<file path="config.mk">
export PLATFORM = sky130hd
export DESIGN_NAME = sram_loader_flat
export DESIGN_NICKNAME = d
export VERILOG_FILES = /design/src/rtl/sram_loader_if.sv /design/src/rtl/sram_loader.sv /design/src/flat_wrapper.sv
export SDC_FILE = /design/constraint.sdc
export NUM_CORES = 1
export LEC_CHECK = 0
export CORE_ASPECT_RATIO = 1.5
export CORE_MARGIN = 2
export CORE_UTILIZATION = 50
export CTS_CLUSTER_DIAMETER = 100
export DETAILED_ROUTE_END_ITERATION = 10
export PLACE_DENSITY = 0.81
export SYNTH_ARGS = -nofsm -noshare
export SYNTH_HDL_FRONTEND = slang
export SYNTH_SLANG_ARGS = --single-unit
</file>
<file path="constraint.sdc">
create_clock -name clk -period 3.2 [get_ports clk]
set_input_delay 0.32 -clock clk [delete_from_list [all_inputs] [get_ports clk]]
set_output_delay 0.32 -clock clk [all_outputs]
set_load 0.02 [all_outputs]
</file>
<file path="src/rtl/sram_loader_if.sv">
// rtl/sram_loader_if.sv - stream, SRAM write and status bundle for sram_loader
// Signals:
//   start, in_valid, in_data      -> loader (command and byte stream)
//   in_ready                      <- loader (byte accepted when in_valid & in_ready)
//   fm_ce/fm_we/fm_addr/fm_data   <- loader (sram_fmaps write port)
//   wt_ce/wt_we/wt_addr/wt_data   <- loader (sram_weight write port)
//   busy, done, checksum          <- loader (status)
// Modports: master = stream source / status sink, slave = the loader.
interface sram_loader_if #(
  parameter int DATA_W = 8,
  parameter int ADDR_W = 6
);
  logic              start;
  logic              in_valid;
  logic [DATA_W-1:0] in_data;
  logic              in_ready;
  logic              fm_ce;
  logic              fm_we;
  logic [ADDR_W-1:0] fm_addr;
  logic [DATA_W-1:0] fm_data;
  logic              wt_ce;
  logic              wt_we;
  logic [ADDR_W-1:0] wt_addr;
  logic [DATA_W-1:0] wt_data;
  logic              busy;
  logic              done;
  logic [15:0]       checksum;

  modport master (
    output start, in_valid, in_data,
    input  in_ready, fm_ce, fm_we, fm_addr, fm_data,
    input  wt_ce, wt_we, wt_addr, wt_data, busy, done, checksum
  );

  modport slave (
    input  start, in_valid, in_data,
    output in_ready, fm_ce, fm_we, fm_addr, fm_data,
    output wt_ce, wt_we, wt_addr, wt_data, busy, done, checksum
  );
endinterface

</file>
<file path="src/rtl/sram_loader.sv">
// rtl/sram_loader.sv - streams bytes into sram_fmaps then sram_weight
// Ports:
//   clk  - rising-edge clock
//   rst  - synchronous reset, active-high
//   bus  - sram_loader_if.slave: start/in_valid/in_data/in_ready stream,
//          fm_* and wt_* SRAM write ports, busy/done/checksum status
module sram_loader #(
  parameter int DATA_W       = 8,
  parameter int ADDR_W       = 6,
  parameter int FMAP_DEPTH   = 64,
  parameter int WEIGHT_DEPTH = 64
) (
  input  logic          clk,
  input  logic          rst,
  sram_loader_if.slave  bus
);

  localparam logic [2:0] S_IDLE    = 3'd0;
  localparam logic [2:0] S_LOAD_FM = 3'd1;
  localparam logic [2:0] S_LOAD_WT = 3'd2;
  localparam logic [2:0] S_FLUSH   = 3'd3;
  localparam logic [2:0] S_DONE    = 3'd4;

  localparam logic [ADDR_W-1:0] FM_LAST = ADDR_W'(FMAP_DEPTH - 1);
  localparam logic [ADDR_W-1:0] WT_LAST = ADDR_W'(WEIGHT_DEPTH - 1);

  logic [2:0]        state_q, state_d;
  logic [ADDR_W-1:0] cnt_q, cnt_d;
  logic [15:0]       checksum_q, checksum_d;
  logic              fm_wr_q, fm_wr_d;
  logic [ADDR_W-1:0] fm_addr_q, fm_addr_d;
  logic [DATA_W-1:0] fm_data_q, fm_data_d;
  logic              wt_wr_q, wt_wr_d;
  logic [ADDR_W-1:0] wt_addr_q, wt_addr_d;
  logic [DATA_W-1:0] wt_data_q, wt_data_d;

  logic in_ready;
  logic accept;

  assign in_ready = (state_q == S_LOAD_FM) || (state_q == S_LOAD_WT);
  assign accept   = bus.in_valid && in_ready;

  always_comb begin
    state_d    = state_q;
    cnt_d      = cnt_q;
    checksum_d = checksum_q;
    fm_wr_d    = 1'b0;
    fm_addr_d  = fm_addr_q;
    fm_data_d  = fm_data_q;
    wt_wr_d    = 1'b0;
    wt_addr_d  = wt_addr_q;
    wt_data_d  = wt_data_q;

    if (accept) begin
      checksum_d = checksum_q + 16'(bus.in_data);
    end

    case (state_q)
      S_IDLE: begin
        if (bus.start) begin
          state_d    = S_LOAD_FM;
          cnt_d      = '0;
          checksum_d = '0;
        end
      end
      S_LOAD_FM: begin
        if (accept) begin
          fm_wr_d   = 1'b1;
          fm_addr_d = cnt_q;
          fm_data_d = bus.in_data;
          if (cnt_q == FM_LAST) begin
            state_d = S_LOAD_WT;
            cnt_d   = '0;
          end else begin
            cnt_d = cnt_q + ADDR_W'(1);
          end
        end
      end
      S_LOAD_WT: begin
        if (accept) begin
          wt_wr_d   = 1'b1;
          wt_addr_d = cnt_q;
          wt_data_d = bus.in_data;
          if (cnt_q == WT_LAST) begin
            state_d = S_FLUSH;
          end else begin
            cnt_d = cnt_q + ADDR_W'(1);
          end
        end
      end
      // The final weight write is on the SRAM port during FLUSH.
      S_FLUSH: state_d = S_DONE;
      // start is deliberately not looked at here; it is taken in the next IDLE cycle.
      S_DONE:  state_d = S_IDLE;
      default: state_d = S_IDLE;
    endcase
  end

  always_ff @(posedge clk) begin
    if (rst) begin
      state_q    <= S_IDLE;
      cnt_q      <= '0;
      checksum_q <= '0;
      fm_wr_q    <= 1'b0;
      fm_addr_q  <= '0;
      fm_data_q  <= '0;
      wt_wr_q    <= 1'b0;
      wt_addr_q  <= '0;
      wt_data_q  <= '0;
    end else begin
      state_q    <= state_d;
      cnt_q      <= cnt_d;
      checksum_q <= checksum_d;
      fm_wr_q    <= fm_wr_d;
      fm_addr_q  <= fm_addr_d;
      fm_data_q  <= fm_data_d;
      wt_wr_q    <= wt_wr_d;
      wt_addr_q  <= wt_addr_d;
      wt_data_q  <= wt_data_d;
    end
  end

  assign bus.in_ready = in_ready;
  assign bus.fm_ce    = fm_wr_q;
  assign bus.fm_we    = fm_wr_q;
  assign bus.fm_addr  = fm_addr_q;
  assign bus.fm_data  = fm_data_q;
  assign bus.wt_ce    = wt_wr_q;
  assign bus.wt_we    = wt_wr_q;
  assign bus.wt_addr  = wt_addr_q;
  assign bus.wt_data  = wt_data_q;
  assign bus.busy     = (state_q != S_IDLE);
  assign bus.done     = (state_q == S_DONE);
  assign bus.checksum = checksum_q;

endmodule

</file>
<file path="src/flat_wrapper.sv">
// flat-port wrapper written by rule: the top's interface ports become plain ports
module sram_loader_flat 
#(
  parameter int DATA_W       = 8,
  parameter int ADDR_W       = 6,
  parameter int FMAP_DEPTH   = 64,
  parameter int WEIGHT_DEPTH = 64
)
  (clk, rst, bus_start, bus_in_valid, bus_in_data, bus_in_ready, bus_fm_ce, bus_fm_we, bus_fm_addr, bus_fm_data, bus_wt_ce, bus_wt_we, bus_wt_addr, bus_wt_data, bus_busy, bus_done, bus_checksum);
  sram_loader_if #(.DATA_W(DATA_W), .ADDR_W(ADDR_W)) bus_i ();
  input  logic clk;
  input  logic rst;
  input wire logic [$bits(bus_i.start)-1:0] bus_start;
  input wire logic [$bits(bus_i.in_valid)-1:0] bus_in_valid;
  input wire logic [$bits(bus_i.in_data)-1:0] bus_in_data;
  output wire logic [$bits(bus_i.in_ready)-1:0] bus_in_ready;
  output wire logic [$bits(bus_i.fm_ce)-1:0] bus_fm_ce;
  output wire logic [$bits(bus_i.fm_we)-1:0] bus_fm_we;
  output wire logic [$bits(bus_i.fm_addr)-1:0] bus_fm_addr;
  output wire logic [$bits(bus_i.fm_data)-1:0] bus_fm_data;
  output wire logic [$bits(bus_i.wt_ce)-1:0] bus_wt_ce;
  output wire logic [$bits(bus_i.wt_we)-1:0] bus_wt_we;
  output wire logic [$bits(bus_i.wt_addr)-1:0] bus_wt_addr;
  output wire logic [$bits(bus_i.wt_data)-1:0] bus_wt_data;
  output wire logic [$bits(bus_i.busy)-1:0] bus_busy;
  output wire logic [$bits(bus_i.done)-1:0] bus_done;
  output wire logic [$bits(bus_i.checksum)-1:0] bus_checksum;
  assign bus_i.start = bus_start;
  assign bus_i.in_valid = bus_in_valid;
  assign bus_i.in_data = bus_in_data;
  assign bus_in_ready = bus_i.in_ready;
  assign bus_fm_ce = bus_i.fm_ce;
  assign bus_fm_we = bus_i.fm_we;
  assign bus_fm_addr = bus_i.fm_addr;
  assign bus_fm_data = bus_i.fm_data;
  assign bus_wt_ce = bus_i.wt_ce;
  assign bus_wt_we = bus_i.wt_we;
  assign bus_wt_addr = bus_i.wt_addr;
  assign bus_wt_data = bus_i.wt_data;
  assign bus_busy = bus_i.busy;
  assign bus_done = bus_i.done;
  assign bus_checksum = bus_i.checksum;
  sram_loader #(.DATA_W(DATA_W), .ADDR_W(ADDR_W), .FMAP_DEPTH(FMAP_DEPTH), .WEIGHT_DEPTH(WEIGHT_DEPTH)) u_core (.clk(clk), .rst(rst), .bus(bus_i));
endmodule
</file>
After elaboration in Yosys (flattened, before gate mapping)
Index checks and enable logic that the tools add are counted.
Word-level totals
  logic and storage cells: 51
  register bits: 55
  output and inout port bits: 51
Cells by class
  equal/unequal tests: 11
  add/subtract/negate cells: 2
  reduce and logical (&&, ||, !) cells: 11
  mux-type cells: 16
  bitwise logic cells: 2
Operators with widths (count)
  2-to-1 mux 16 bit: 3
  2-to-1 mux 6 bit: 5
  case mux 6 bit (3 select lines): 1
  adder 16 x 8 -> 16 bit: 1
  2-to-1 mux 3 bit: 5
  case mux 3 bit (4 select lines): 1
  AND reduction 5 bit: 2
  inequality test 2 bit, second input constant: 4
  adder 6 x 1 -> 6 bit, second input constant: 1
  == test 3 x 2 -> 1 bit, second input constant: 2
  == test 6 bit, second input constant: 1
  nonzero test 3 bit: 2
  inequality test 2 x 1 -> 1 bit, second input constant: 2
  AND reduction 2 bit: 2
  OR reduction 2 bit: 2
  == test 3 x 1 -> 1 bit, second input constant: 1
  == test 3 bit, second input constant: 1
  logical NOT 3 bit: 1
  NOT 1 bit: 2
  logical AND 1 bit: 1
  logical OR 1 bit: 1
  2-to-1 mux 1 bit: 1

Depth between registers and ports, before layout
Gate-level depths: netlist of the first run.
  depth in word-level cells: 6
  gate-level depth with buffers: 7

Worst setup path before layout of the first run
No wires, ideal clock.
  path type: flip-flop to flip-flop
  from: register u_core.checksum_q[0], in the netlist u_core.bus.checksum[0]
  to: register u_core.checksum_q[12], in the netlist u_core.bus.checksum[12]
  buffers on the path: 0
  arrival time: 1.756 ns
  cell stages (with the launch flop): 8
  path slack: 1.317 ns
  library setup time: 0.128 ns
  data required time: 3.072 ns
  period minus slack after synthesis: 1.883 ns
  cells stage by stage: dfxtp_1 -> ha_1 -> fa_1 -> a211oi_1 -> o211ai_1 -> nand4_1 -> xor2_1 -> nor2_1
On the way
  word-level cells in the longest chain between the ends: 4
Ends and longest elaborated chain
  start, declared: RTL line sram_loader.sv:29  | logic [15:0] checksum_q, checksum_d;
  start signal, assigned: RTL line sram_loader.sv:113  | checksum_q <= checksum_d;
  adder 16 x 8 -> 16 bit *: RTL line sram_loader.sv:55  | checksum_d = checksum_q + 16'(bus.in_data);
  2-to-1 mux 16 bit *: RTL line sram_loader.sv:54  | if (accept) begin
  2-to-1 mux 16 bit: RTL line sram_loader.sv:60  | if (bus.start) begin
  2-to-1 mux 16 bit *: RTL line sram_loader.sv:58  | case (state_q)
Every way passes the cells marked *; elsewhere a longest branch is shown, timed or not.
A chain may end at the register's enable or synchronous reset.

Worst setup path after layout of the first run
  from: register u_core.state_q[0]
  to: output port bus_in_ready
On the way
  word-level cells in the longest chain between the ends: 2
  elaborated cells between the ends (all ways): 3
  classes of those cells: eq/ne: 2; reduce/logical: 1
Ends and longest elaborated chain
  start, declared: RTL line sram_loader.sv:27  | logic [2:0] state_q, state_d;
  start signal, assigned: RTL line sram_loader.sv:111  | state_q <= state_d;
  == test 3 x 1 -> 1 bit / == test 3 x 2 -> 1 bit (equally long branches): RTL line sram_loader.sv:40  | assign in_ready = (state_q == S_LOAD_FM) || (state_q == S_LOAD_WT);
  logical OR 1 bit *: RTL line sram_loader.sv:40
  end, declared: RTL line flat_wrapper.sv:16  | output wire logic [$bits(bus_i.in_ready)-1:0] bus_in_ready;
Marked as above.

==> results of run 1 <==
## logic make-up after synthesis
| family | count (synthesis) | synth area share [%] |
|---|---|---|
| and+or+nand+nor | 142 | 24.8 |
| AOI/OAI and AO/OA | 73 | 17.8 |
| DFF | 55 | 42.6 |
| buffers and inverters | 16 | 3.15 |
| xor gates and xnor gates | 14 | 5.32 |
| adders and majority gates | 10 | 5.13 |
| muxes | 3 | 1.16 |
## power groups by stage
stage / combinational, uW / sequential, uW / clock, uW
6_report: 159 / 709 / 444
5_1_grt: 174 / 711 / 483
4_1_cts: 159 / 709 / 452
3_5_place_dp: 158 / 725 / 0
3_3_place_gp: 155 / 724 / 0
2_1_floorplan: 91.4 / 731 / 0
## critical path: cells and delay by family (launching register included)
kind,cells,cell delay (ps)
flip-flops,1,640
XOR/XNOR,1,170
AND/OR/NAND/NOR,1,240
buffers and inverters,1,660
## cell type report
class                      count  area share (%)
clock buffer                   5            2.06
clock inverter                 2            1.12
inverter                       2           0.225
multi-input combinational    242            42.0
sequential                    55            33.0
tap                           68            2.55
timing repair buffer          64            19.0
## worst min path at each step
stage | end | startpoint | slack (ps) | depth (start not counted)
after global placement | u_core.bus.fm_data[0]$_SDFFE_PP0P_ | u_core.bus.fm_data[0]$_SDFFE_PP0P_ | 440 | 2
after CTS | u_core.bus.wt_addr[3]$_SDFFE_PP0P_ | u_core.bus.wt_addr[3]$_SDFFE_PP0P_ | 460 | 2
after floorplan | u_core.bus.fm_data[0]$_SDFFE_PP0P_ | bus_in_data[0] | 460 | 2
final | u_core.bus.fm_addr[1]$_SDFFE_PP0P_ | u_core.bus.fm_addr[1]$_SDFFE_PP0P_ | 460 | 2
after global routing | u_core.bus.wt_data[7]$_SDFFE_PP0P_ | u_core.bus.wt_data[7]$_SDFFE_PP0P_ | 480 | 2
after detailed placement | u_core.bus.wt_addr[3]$_SDFFE_PP0P_ | u_core.bus.wt_addr[3]$_SDFFE_PP0P_ | 450 | 2
## registers in the layout, summed over array words and instances (netlist names)
register	count
u_core.bus.wt_ce	1
u_core.state_q	3
u_core.bus.checksum	16
u_core.bus.fm_addr	6
u_core.bus.wt_addr	6
u_core.bus.wt_data	8
u_core.bus.fm_ce	1
u_core.cnt_q	6
u_core.bus.fm_data	8
## routing by layer
layer	GRT usage, %	vias up
met1	26.3	1090
met2	36.9	70
li1	-	1192
met5	0	-
met3	3.44	8
met4	9.07	0
## cells in the final DEF, fill, tap and decap left out, drive strengths merged, types with 4 or more instances in the layout
| master | netlist | layout |
|---|---|---|
| nand2 | 78 | 78 |
| clkdlybuf4s50 | 0 | 62 |
| dfxtp | 55 | 55 |
| a21oi | 40 | 40 |
| nor2 | 22 | 22 |
| nand3 | 11 | 11 |
| ha | 9 | 9 |
| and3 | 9 | 9 |
| xnor2 | 8 | 8 |
| o21ai | 7 | 7 |
| xor2 | 6 | 6 |
| a21o | 5 | 5 |
| clkbuf | 8 | 5 |
| nand2b | 4 | 4 |
| nor3 | 4 | 4 |
## through the flow
stage / hold WS, ps / instances
floorplan: 456 / 313
global placement: 442 / 431
detailed placement: 448 / 431
CTS: 461 / 438
global route: 480 / 438
finish: 456 / 438
==> reports/results.tsv, run 1 <==
stage	metric	value	unit
run_status	outcome	complete, no violations	
cells_and_area	synthToLayoutAreaGrowth	29.1	%
sta	rsz0062_at_grt	no	
setup_path	slowest_stage	clkdlybuf4s50_1	
pwr	seqPwrFrac	54.0	%
place	port_buffers	62	
yosys	synth_top_area_share	42.6	%
place	pre_cts_ws	719	ps
yosys	syn_inst	313	
yosys	synth_area_leaders	dfxtp_1 43%, nand2_1 11%, a21oi_1 7.7%	
clocking	cts.clk_slew.worst_paths	90	ps
setup_path	worstPathRequired	2880	ps
setup_path	reg2reg_depth	7	
cells_and_area	multi_input_area	1400	um2
global_routing	grt_pass1_vias	2228	
setup_path	r2r_slack	1160	ps
pwr	p_clk_share	33.9	%
die	die_h	92.1	um
yosys	yosys.area.top_type	dfxtp_1	
pwr	power_leakage	0.00122	uW
setup_path	crit_path_end_kind	output port	
routing	wl_met1	2580	um
pwr	p_int	992	uW
die	num_rows	32	
die	core_area	5040	um2
routing	antenna_left	0	
cells_and_area	fill_cells	458	
pwr	max-vdd-ir-drop	0.285	mV
sta	period_share	72.8	%
cells_and_area	drive_gt1_share	5.41	%
setup_path	r2r_end	u_core.bus.checksum[12]$_SDFF_PP0_	
global_routing	grt_max_degree	36	
pwr	swShare	24.4	%
cells_and_area	post-route-util	66.2	%
worst_hold_path	hold_class	register to register	
yosys	synthTopCellsByCount	78 x nand2_1, 55 x dfxtp_1, 40 x a21oi_1	
routing	highest_layer	met4	
setup_path	worstSetupStartpointType	register	
yosys	synth_warnings	0	
global_routing	track_usage	21.4	%
sta	timing.setup.tns	0	ps
die	ios	63	
routing	via_per_inst	5.39	
clocking	cts_tree	built	
place	hpwl	4460	um
clocking	ctsHoldBuffers	0	
routing	dr_wl_met2	2990	um
yosys	synth-edff-count	0	
die	start_util	51.2	%
routing	vias	2360	
global_routing	antenna_found_initial	0	
sta	fin_ws	871	ps
clocking	cts-root-buf	clkbuf_8	
clocking	postCtsResizedCells	0	
setup_path	crit_start	u_core.state_q[0]$_SDFFE_PP0P_	
routing	drt_iter0_drc	97	
setup_path	critPathKind	register to output port	
yosys	synth_area	2580	um2
sta	slew_violations	0	
setup_path	critPathArrivalTime	2010	ps
yosys	synth_async_sr_flop_share	0	%
flow_run	drv_cap	0	
clocking	cts_buffers	5	
place	globalplace.congestion	0.841	
cells_and_area	num-nets-final	392	
yosys	ys_ff_latch	55	
yosys	synth_most_common_cell	nand2_1	
setup_path	worstReg2RegStart	u_core.bus.checksum[0]$_SDFF_PP0_	
cells_and_area	seqCellArea	1100	um2
global_routing	overflow	0	
clocking	post_cts.repair.setup_buffers	0	
sta	slew_headroom	60.4	%
clocking	htreeDepth	2	
die	die_area	5770	um2
yosys	ys_seq_area_share	42.6	%
clocking	clock_path_buffers	2	
yosys	ys_types	51	
sta	hold_viol	0	
place	placedInstanceArea	3230	um2
clocking	clock-sinks	55	
yosys	synth_nets	335	
pwr	power	1310	uW
pwr	p_switching	320	uW
pwr	powerDensity	393	nW/um2
sta	setup_viol_count_final	0	
routing	wl_per_cell	13.6	um
cells_and_area	antenna_cells	0	
pwr	power_frac_comb	12.1	%
sta	fmax	0.429	GHz
cells_and_area	stdcell_area	3340	um2
routing	drc	0	
routing	drtPass1Iterations	4	
clocking	clock_latency	300	ps
setup_path	endpoint	bus_in_ready	
setup_path	cp_slowest_stage_delay	660	ps
sta	tightest_slew	593	ps
routing	routed_wl	5940	um
sta	min_period	2330	ps
sta	fin_worst_skew	4.56	ps
yosys	synth_ff_type	dfxtp_1	
setup_path	path_cells	xnor2_2 > nor2_1 > clkdlybuf4s50_1	
die	die_w	62.7	um
global_routing	grt_pass1_wl	10100	um
yosys	syn_area_per_cell	8.26	um2
setup_path	worst-path-max-fanout	12	
routing	wl_met3	289	um
No activity file was read; power rests on OpenSTA's default activity.
==> run 2, diff against run 1 <==
CORE_UTILIZATION = 44   (was 50)
PLACE_DENSITY = 0.75   (was 0.81)
clock period = 2 ns   (was 3.2 ns; I/O delays follow)
==> reports/results.tsv, run 2 (synthesized netlist as in run 1, its figures left out) <==
stage	metric	value	unit
global_routing	track_usage	20.0	%
pwr	powerDensity	614	nW/um2
setup_path	worstPathRequired	2210	ps
cells_and_area	fin_cells	469	
setup_path	critPathKind	input pin to register	
routing	drt_iter0_drc	135	
worst_hold_path	min_path_cells	2	
sta	hold_viol	0	
flow_run	drv_cap	0	
place	hpwl	4700	um
routing	antenna_left	0	
place	placedInstanceArea	3430	um2
routing	drtPass1Iterations	4	
cells_and_area	largest_register_ffs	16	
sta	setup_viol_count_final	0	
setup_path	critPathArrivalTime	2080	ps
clocking	clock_latency	310	ps
clocking	cts_tree	built	
global_routing	antenna_found_initial	0	
clocking	cts-root-buf	clkbuf_8	
sta	rsz0062_at_grt	no	
run_status	outcome	complete, no violations	
global_routing	grt_pass1_wl	10400	um
clocking	clock_path_buffers	2	
cells_and_area	final_cell_mix	78 x nand2_1, 59 x clkdlybuf4s50_1, 53 x dfxtp_1, 40 x a21oi_1, 28 x buf_4	
clocking	ctsHoldBuffers	0	
setup_path	crit_path_end_kind	register	
setup_path	r2r_slack	160	ps
cells_and_area	fill_cells	506	
cells_and_area	synthToLayoutAreaGrowth	37.7	%
cells_and_area	num-nets-final	418	
worst_hold_path	hold_class	register to register	
place	placed_cells	461	
worst_hold_path	min_to	u_core.bus.wt_data[5]$_SDFFE_PP0P_	
sta	min_period	1870	ps
sta	timing.setup.tns	0	ps
cells_and_area	antenna_cells	0	
die	start_util	45.0	%
die	die_w	66.6	um
cells_and_area	final_common_cell	nand2_1	
cells_and_area	stdcell_area	3560	um2
place	port_buffers	62	
global_routing	overflow	0	
routing	drc	0	
setup_path	worst-path-max-fanout	4	
die	num_rows	34	
die	die_area	6520	um2
place	globalplace.congestion	0.867	
die	core_area	5740	um2
global_routing	grt_pass1_vias	2342	
worst_hold_path	hp-start	u_core.bus.wt_data[5]$_SDFFE_PP0P_	
sta	slew_violations	0	
clocking	htreeDepth	2	
sta	period_share	93.5	%
sta	slew_headroom	73.5	%
setup_path	worstReg2RegStart	u_core.bus.checksum[0]$_SDFF_PP0_	
sta	fin_hold_ws	459	ps
routing	via_per_inst	5.24	
global_routing	grt_max_degree	31	
clocking	cts.clk_slew.worst_paths	100	ps
setup_path	r2r_end	u_core.bus.checksum[12]$_SDFF_PP0_	
routing	vias	2459	
cells_and_area	drive_gt1_share	12.6	%
clocking	cts_buffers	5	
routing	wl_per_cell	13.5	um
pwr	max-vdd-ir-drop	0.279	mV
die	die_h	97.9	um
sta	fmax	0.535	GHz
die	ios	63	
sta	fin_worst_skew	4.73	ps
sta	tightest_slew	396	ps
clocking	clock-sinks	55	
pwr	power_leakage	0.00139	uW
setup_path	worstSetupStartpointType	input pin	
setup_path	reg2reg_depth	7	
routing	routed_wl	6310	um
run 2: changes by cell type in the layout (fill, tap and decap cells not counted), sizes merged:
| cell | delta |
|---|---|
| buf | +26 |
| clkdlybuf4s50 | -3 |
| dlymetal6s2s | +2 |
| dlygate4sd2 | +1 |
| inv | +1 |
run 2: critical path: stages:
cell and delay [ps]:
clkdlybuf4s50_1 450, ha_1 230, fa_1 420, a211oi_2 220
o211ai_1 190, nand4_1 170, xor2_1 150, nor2_1 50
run 2: power breakdown:
part	leakage (uW)	switching [uW]	internal, uW
Clock	0.0000548	378	378
Combinational	0.000888	162	139
Sequential	0.000446	13.9	1110
Total	0.00139	555	1630
run 2: area by class of cell:
| type | count | area (um2) | area share [%] |
|---|---|---|---|
| Multi-Input combinational cell | 242 | 1410 | 39.6 |
| Clock buffer | 5 | 68.8 | 1.93 |
| Timing Repair Buffer | 90 | 835 | 23.5 |
| Sequential cell | 55 | 1100 | 31.0 |
| Inverter | 2 | 7.51 | 0.211 |
| Tap cell | 72 | 90.1 | 2.53 |
| Clock inverter | 3 | 46.3 | 1.30 |
run 2: worst max-delay path by stage:
stage	startpoint	end	slack, ps	cells past startpoint
after detailed placement	bus_in_data[0]	u_core.bus.checksum[12]$_SDFF_PP0_	-260	8
after global routing	bus_in_data[0]	u_core.bus.checksum[4]$_SDFF_PP0_	20	9
after CTS	u_core.state_q[2]$_SDFFE_PP0P_	bus_done	20	3
after global placement	bus_in_data[0]	u_core.bus.checksum[12]$_SDFF_PP0_	-220	8
after floorplan	u_core.bus.checksum[0]$_SDFF_PP0_	u_core.bus.checksum[12]$_SDFF_PP0_	120	7
final	bus_in_data[0]	u_core.bus.checksum[12]$_SDFF_PP0_	130	8
run 2: layer usage:
metal  global-route usage [%]  share of wire [%]
met4                     7.54                2.2
met1                     24.4                 43
met2                     34.5                 50
met5                        0                  0
met3                     3.46                4.1
run 2: timing repair:
action                                  CTS  global route
setup buffers                             0             0
pin swaps                                 0             1
gates resized for setup                   2             4
endpoints found under the setup margin    2             5
gates cloned                              0             0
run 2: metrics by stage:
stage / utilization (%) / setup WS [ps] / power, uW
finish: 62.0 / 130 / 2180
global route: 62.0 / 21.1 / 2270
CTS: 61.8 / 20.9 / 2200
detailed placement: 59.8 / -256 / 1450
global placement: 59.8 / -220 / 1450
floorplan: - / 117 / 1320
==> run 3, diff against run 2 <==
ABC_CLOCK_PERIOD_IN_PS = 2000   (was not set)
HOLD_SLACK_MARGIN = 0.06   (was not set)
==> results of run 3 <==
The final DEF is identical to that of run 2; final timing and power are the same.
